<file path="src/rtl/conv_pkg.sv">
// rtl/conv_pkg.sv - shared widths, loader state encoding and weight-count helper for the Conv1x1 weight loader
package conv_pkg;

    localparam int WEIGHT_W = 8;
    localparam int IDX_W    = 8;

    typedef enum logic [1:0] {
        IDLE = 2'd0,
        LOAD = 2'd1,
        CSUM = 2'd2,
        FIN  = 2'd3
    } loader_state_t;

    function automatic int total_weights(input int in_ch, input int out_ch);
        return in_ch * out_ch;
    endfunction

endpackage

</file>
<file path="src/rtl/weight_index_counter.sv">
// rtl/weight_index_counter.sv - nested (in, out) index counter; out wraps fastest, last flags the final pair
module weight_index_counter
    import conv_pkg::*;
#(
    parameter int INPUT_CHANNELS  = 64,
    parameter int OUTPUT_CHANNELS = 32,
    parameter int CNT_W           = 8
) (
    input  logic             clk,
    input  logic             reset,
    input  logic             clear,
    input  logic             inc,
    output logic [CNT_W-1:0] idx_in,
    output logic [CNT_W-1:0] idx_out,
    output logic             last
);

    localparam logic [CNT_W-1:0] IN_MAX  = CNT_W'(INPUT_CHANNELS - 1);
    localparam logic [CNT_W-1:0] OUT_MAX = CNT_W'(OUTPUT_CHANNELS - 1);

    logic [CNT_W-1:0] idx_in_q, idx_in_d;
    logic [CNT_W-1:0] idx_out_q, idx_out_d;

    always_comb begin
        idx_in_d  = idx_in_q;
        idx_out_d = idx_out_q;
        if (clear) begin
            idx_in_d  = '0;
            idx_out_d = '0;
        end else if (inc) begin
            if (idx_out_q == OUT_MAX) begin
                idx_out_d = '0;
                idx_in_d  = (idx_in_q == IN_MAX) ? '0 : idx_in_q + 1'b1;
            end else begin
                idx_out_d = idx_out_q + 1'b1;
            end
        end
    end

    always_ff @(posedge clk or negedge reset) begin
        if (!reset) begin
            idx_in_q  <= '0;
            idx_out_q <= '0;
        end else begin
            idx_in_q  <= idx_in_d;
            idx_out_q <= idx_out_d;
        end
    end

    assign idx_in  = idx_in_q;
    assign idx_out = idx_out_q;
    assign last    = (idx_in_q == IN_MAX) && (idx_out_q == OUT_MAX);

endmodule

</file>
<file path="src/rtl/conv1x1_weight_loader.sv">
// rtl/conv1x1_weight_loader.sv - streams signed weight bytes into the Conv1x1 coefficient port; WEIGHT_CHECKSUM_EN adds a trailing checksum byte
module conv1x1_weight_loader #(
    parameter int INPUT_CHANNELS  = 64,
    parameter int OUTPUT_CHANNELS = 32,
    parameter int IDX_W           = 8
) (
    input  logic                          clk,
    input  logic                          reset,
    input  logic                          start,
    input  logic                          s_valid,
    input  logic [conv_pkg::WEIGHT_W-1:0] s_data,
    output logic                          s_ready,
    output logic                          h_write,
    output logic [conv_pkg::WEIGHT_W-1:0] h_value,
    output logic [IDX_W-1:0]              h_index_in,
    output logic [IDX_W-1:0]              h_index_out,
    output logic                          busy,
    output logic                          done,
    output logic                          err
);
    import conv_pkg::*;

    localparam logic [1:0] S_IDLE = 2'(IDLE);
    localparam logic [1:0] S_LOAD = 2'(LOAD);
    localparam logic [1:0] S_FIN  = 2'(FIN);
`ifdef WEIGHT_CHECKSUM_EN
    localparam logic [1:0] S_CSUM = 2'(CSUM);
`endif

    logic [1:0]          state_q, state_d;
    logic                h_write_q, h_write_d;
    logic [WEIGHT_W-1:0] h_value_q, h_value_d;
    logic [IDX_W-1:0]    h_index_in_q, h_index_in_d;
    logic [IDX_W-1:0]    h_index_out_q, h_index_out_d;
    logic                cnt_clear, cnt_inc, cnt_last;
    logic [IDX_W-1:0]    cnt_in, cnt_out;
`ifdef WEIGHT_CHECKSUM_EN
    logic [WEIGHT_W-1:0] sum_q, sum_d;
    logic                err_q, err_d;
`endif

    weight_index_counter #(
        .INPUT_CHANNELS (INPUT_CHANNELS),
        .OUTPUT_CHANNELS(OUTPUT_CHANNELS),
        .CNT_W          (IDX_W)
    ) u_index (
        .clk    (clk),
        .reset  (reset),
        .clear  (cnt_clear),
        .inc    (cnt_inc),
        .idx_in (cnt_in),
        .idx_out(cnt_out),
        .last   (cnt_last)
    );

    always_comb begin
        state_d       = state_q;
        h_write_d     = 1'b0;
        h_value_d     = h_value_q;
        h_index_in_d  = h_index_in_q;
        h_index_out_d = h_index_out_q;
        cnt_clear     = 1'b0;
        cnt_inc       = 1'b0;
`ifdef WEIGHT_CHECKSUM_EN
        sum_d         = sum_q;
        err_d         = err_q;
`endif
        case (state_q)
            S_IDLE: begin
                if (start) begin
                    state_d   = S_LOAD;
                    cnt_clear = 1'b1;
`ifdef WEIGHT_CHECKSUM_EN
                    sum_d     = '0;
                    err_d     = 1'b0;
`endif
                end
            end
            S_LOAD: begin
                // s_ready is constantly high here, so s_valid alone is the handshake
                if (s_valid) begin
                    h_write_d     = 1'b1;
                    h_value_d     = s_data;
                    h_index_in_d  = cnt_in;
                    h_index_out_d = cnt_out;
                    cnt_inc       = 1'b1;
`ifdef WEIGHT_CHECKSUM_EN
                    sum_d         = sum_q + s_data;
                    if (cnt_last) state_d = S_CSUM;
`else
                    if (cnt_last) state_d = S_FIN;
`endif
                end
            end
`ifdef WEIGHT_CHECKSUM_EN
            S_CSUM: begin
                if (s_valid) begin
                    err_d   = (s_data != sum_q);
                    state_d = S_FIN;
                end
            end
`endif
            S_FIN:   state_d = S_IDLE;
            default: state_d = S_IDLE;
        endcase
    end

    always_ff @(posedge clk or negedge reset) begin
        if (!reset) begin
            state_q       <= S_IDLE;
            h_write_q     <= 1'b0;
            h_value_q     <= '0;
            h_index_in_q  <= '0;
            h_index_out_q <= '0;
`ifdef WEIGHT_CHECKSUM_EN
            sum_q         <= '0;
            err_q         <= 1'b0;
`endif
        end else begin
            state_q       <= state_d;
            h_write_q     <= h_write_d;
            h_value_q     <= h_value_d;
            h_index_in_q  <= h_index_in_d;
            h_index_out_q <= h_index_out_d;
`ifdef WEIGHT_CHECKSUM_EN
            sum_q         <= sum_d;
            err_q         <= err_d;
`endif
        end
    end

`ifdef WEIGHT_CHECKSUM_EN
    assign s_ready = (state_q == S_LOAD) || (state_q == S_CSUM);
    assign err     = err_q;
`else
    assign s_ready = (state_q == S_LOAD);
    assign err     = 1'b0;
`endif
    assign busy        = s_ready;
    assign done        = (state_q == S_FIN);
    assign h_write     = h_write_q;
    assign h_value     = h_value_q;
    assign h_index_in  = h_index_in_q;
    assign h_index_out = h_index_out_q;

endmodule

</file>
<file path="config.mk">
export PLATFORM = sky130hd
export DESIGN_NAME = conv1x1_weight_loader
export DESIGN_NICKNAME = d
export VERILOG_FILES = /design/src/rtl/conv_pkg.sv /design/src/rtl/weight_index_counter.sv /design/src/rtl/conv1x1_weight_loader.sv
export SDC_FILE = /design/constraint.sdc
export NUM_CORES = 1
export LEC_CHECK = 0
export ABC_AREA = 0
export BUFFER_PORTS_ARGS = -buffer_cell sky130_fd_sc_hd__clkbuf_2
export CORE_AREA = 2 2 62 64
export DETAILED_ROUTE_END_ITERATION = 7
export DIE_AREA = 0 0 64 66
export PLACE_DENSITY = 0.85
export SYNTH_ARGS = -nofsm -noshare
export SYNTH_HDL_FRONTEND = slang
export SYNTH_SLANG_ARGS = --single-unit
</file>
<file path="constraint.sdc">
create_clock -name clk -period 2.65 [get_ports clk]
set_input_delay 0.1325 -clock clk [delete_from_list [all_inputs] [get_ports clk]]
set_output_delay 0.1325 -clock clk [all_outputs]
set_load 0.02 [all_outputs]
</file>
==> results.py <==
metrics = {
    "logic_synthesis": {
        "avgSynthCellArea_um2": 9.45,
        "yosysWarnings": 0,
        "synth-seq-cells": 43,
        "syn_area_mm2": 0.00193,
        "synth_cell_type_count": 38,
        "synthCells": 204,
        "ys_seq_area_frac": 0.558,
        "synth_nets": 218,
    },
    "placed_design": {
        "post-dp-hpwl_um": 2560,
        "place_inst": 283,
        "placed_area_mm2": 0.00214,
        "io_buffers": 39,
        "place.gp.congestion": 0.911,
    },
    "power_and_ir_drop": {
        "max-vdd-ir-drop_v": 0.000440,
        "power_per_cell_area_mw_per_mm2": 692,
        "power.static_leakage_nw": 1.20,
    },
    "timing": {
        "fin_crit_sh": 0.728,
        "worst_pin_slew_ns": 1.04,
        "slew_viol_final": 0,
        "hold_viol_final": 0,
        "setup-violations-final": 0,
        "fmax_mhz": 519,
        "holdWs_ns": 0.240,
        "fin_crit_ns": 1.93,
        "relSlewSlack": 0.304,
        "final.setup_skew_ns": 0.00909,
        "setup_tns_ns": 0,
        "grt_setup_unrepaired": "no",
    },
    "run_status": {
        "status": "complete, no violations",
    },
    "critical_path": {
        "endpoint_kind": "flop",
        "max_stage_delay_ns": 0.52,
        "r2r_slack_ns": 0.72,
        "worstPathCellList": "ha_1, and4_1, a31oi_4, or4_1, a21oi_1",
        "critPathTopFamily": "simple AND/OR/NAND/NOR gates",
        "reg2reg_depth": 5,
        "cp_max_fo": 8,
        "worst-path-buf-inv": 0,
        "critical_path_class": "reg2reg",
        "cp_slowest_cell": "or4_1",
        "arrival_ns": 2.23,
        "worst_setup_path_start_kind": "flop",
        "worstReg2RegEnd": "u_index.idx_in[7]",
        "crit-reg2reg-launch": "u_index.idx_out[0]",
        "required_ns": 2.95,
    },
    "detailed_routing": {
        "via_per_inst": 5.20,
        "route.detailed.drc": 0,
        "avgRoutedWirePerCell_um": 13.1,
        "postRouteAntennaNets": 0,
        "vias": 1565,
        "wl_um": 3950,
        "drt-initial-drc-count": 139,
        "first_pass_iters": 4,
    },
    "clocking": {
        "htree_levels": 2,
        "clock-sinks": 43,
        "cts_buffer_depth": 2,
        "cts_buffers": 5,
        "cts_tree": "yes",
        "clk_latency_ns": 0.36,
        "root_buffer": "clkbuf_4",
        "cts.repair.resized": 0,
        "clkTransAtPathRegs_ns": 0.13,
    },
    "worst_hold_path": {
        "hold_depth": 5,
        "hp-start": "s_valid",
        "whs_endpoint": "h_index_in[5]",
        "hold_class": "in2reg",
    },
    "global_routing": {
        "antenna_found_initial": 0,
        "grt_util_met3": 0.0562,
        "overflow": 0,
        "grt_use_met1": 0.282,
        "grt_pass1_wl_um": 6480,
        "grt_pass1_vias": 1330,
        "grt.busiest_layer": "met2",
        "gr-usage-all-layers": 0.205,
        "grt_max_degree": 44,
        "grt_use_met2": 0.307,
    },
    "cells_and_area": {
        "fillCellCount": 282,
        "antenna_cells": 0,
        "final_cells": 301,
        "final_util": 0.654,
        "drive_gt1_frac": 0.237,
        "design_area_mm2": 0.00232,
        "seqCellArea_mm2": 0.00108,
        "syn_to_final_growth_pct": 20.6,
        "final_nets": 266,
        "multi_input_area_um2": 776,
    },
    "floorplanning": {
        "row_count": 22,
        "dieArea_mm2": 0.00422,
        "core_mm2": 0.00355,
        "io_pins": 41,
        "start_util": 0.543,
        "die_w_um": 64,
        "die_h_um": 66,
    },
    "flow_run": {
        "maxCapViolations": 0,
    },
}
-- logic make-up (layout without fill, tap and decap cells) --
family | after synthesis | count (layout) | share of synthesized area
AND/OR/NAND/NOR | 111 | 111 | 0.260
flip-flops | 43 | 43 | 0.558
AO/OA/AOI/OAI | 27 | 27 | 0.0935
buffers and inverters | 13 | 62 | 0.0389
XOR/XNOR | 4 | 4 | 0.0182
multiplexers | 3 | 3 | 0.0162
adder cells (fa/ha/maj) | 2 | 2 | 0.0130
other | 1 | 1 | 0.00195
-- Yosys cell counts, drive strengths merged --
cell,number,area share
a32o,1,0.0052
nand2,77,0.15
a21oi,9,0.023
inv,2,0.0039
nor3,1,0.0084
or4,2,0.0078
a31oi,1,0.011
or2,1,0.0032
nand3b,1,0.0039
dfrtp,43,0.56
buf,7,0.027
o21ai,9,0.023
conb,1,0.0019
nor2,9,0.018
nor4bb,1,0.0052
and3,2,0.0065
a22o,1,0.0045
a41oi,1,0.0045
mux2i,2,0.010
and2,3,0.0097
nor2b,1,0.0032
a31o,1,0.0045
clkbuf,4,0.0078
o2111ai,1,0.0045
mux2,1,0.0058
xor2,4,0.018
nand4,2,0.0065
nand3,6,0.016
o31ai,2,0.0078
or3,2,0.0078
nor3b,1,0.0065
ha,2,0.013
and4,1,0.0045
nor4,1,0.0032
a21o,1,0.0045
-- cell type report --
cell class	instances	area share
sequential	43	0.463
multi-input combinational	148	0.334
timing repair buffer	52	0.137
tap	48	0.0258
clock buffer	6	0.0221
clock inverter	2	0.0151
inverter	2	0.00323
-- per-stage QoR --
stage,worst slack (ns),power [mW]
finish,0.721,1.61
global route,0.601,1.70
CTS,0.723,1.61
detailed placement,0.751,1.17
global placement,0.812,1.16
floorplan,0.971,1.05
-- layout by cell type (no fill, tap or decap), types with 2 or more instances in the layout --
master	n
or3_2	2
nand4_1	2
o31ai_1	2
clkbuf_4	5
mux2i_1	2
buf_4	3
ha_1	2
o21ai_0	9
clkbuf_2	39
nand2_1	77
dfrtp_1	43
nor2_1	9
and3_1	2
dlygate4sd3_1	10
nand3_1	6
a21oi_1	9
or4_1	2
xor2_1	4
and2_1	3
-- report_power, final --
part	leakage [nW]	switching (mW)	internal (mW)
combinational	0.593	0.208	0.124
sequential	0.555	0.0875	0.754
clock	0.0482	0.211	0.223
-- worst max path at each step --
| stage | slack [ns] | endpoint | startpoint | cells past startpoint |
|---|---|---|---|---|
| 2_1_floorplan | 0.97 | u_index.idx_in[7] | u_index.idx_out[0] | 6 |
| 3_3_place_gp | 0.81 | u_index.idx_in[7] | u_index.idx_out[0] | 5 |
| 3_5_place_dp | 0.75 | u_index.idx_in[6] | u_index.idx_out[0] | 5 |
| 4_1_cts | 0.72 | u_index.idx_in[7] | u_index.idx_out[0] | 5 |
| 5_1_grt | 0.60 | u_index.idx_in[7] | u_index.idx_out[0] | 5 |
| 6_report | 0.72 | u_index.idx_in[7] | u_index.idx_out[0] | 5 |
-- worst min-delay path, stage by stage --
cell	delay, ns
clkbuf_2	0.08
nand3b_1	0.11
inv_2	0.12
nand2_1	0.09
nand2_1	0.05
-- registers in the layout (all words and copies together) (netlist names) --
signal,flops
h_write,1
h_index_out,8
u_index.idx_out,8
h_index_in,8
state_q,2
h_value,8
u_index.idx_in,8
-- layer usage --
metal | share of wire | up-vias
li1 | - | 776
met1 | 0.48 | 744
met2 | 0.47 | 40
met3 | 0.037 | 5
met4 | 0.014 | 0
met5 | 0 | -
-- timing repair --
item | 4_1_cts | 5_1_grt
setup buffers | 0 | 0
endpoints found under the hold margin | 51 | 1
endpoints found under the setup margin | 0 | 0
hold buffers | 9 | 1
Power figures use the tool's default switching activity.
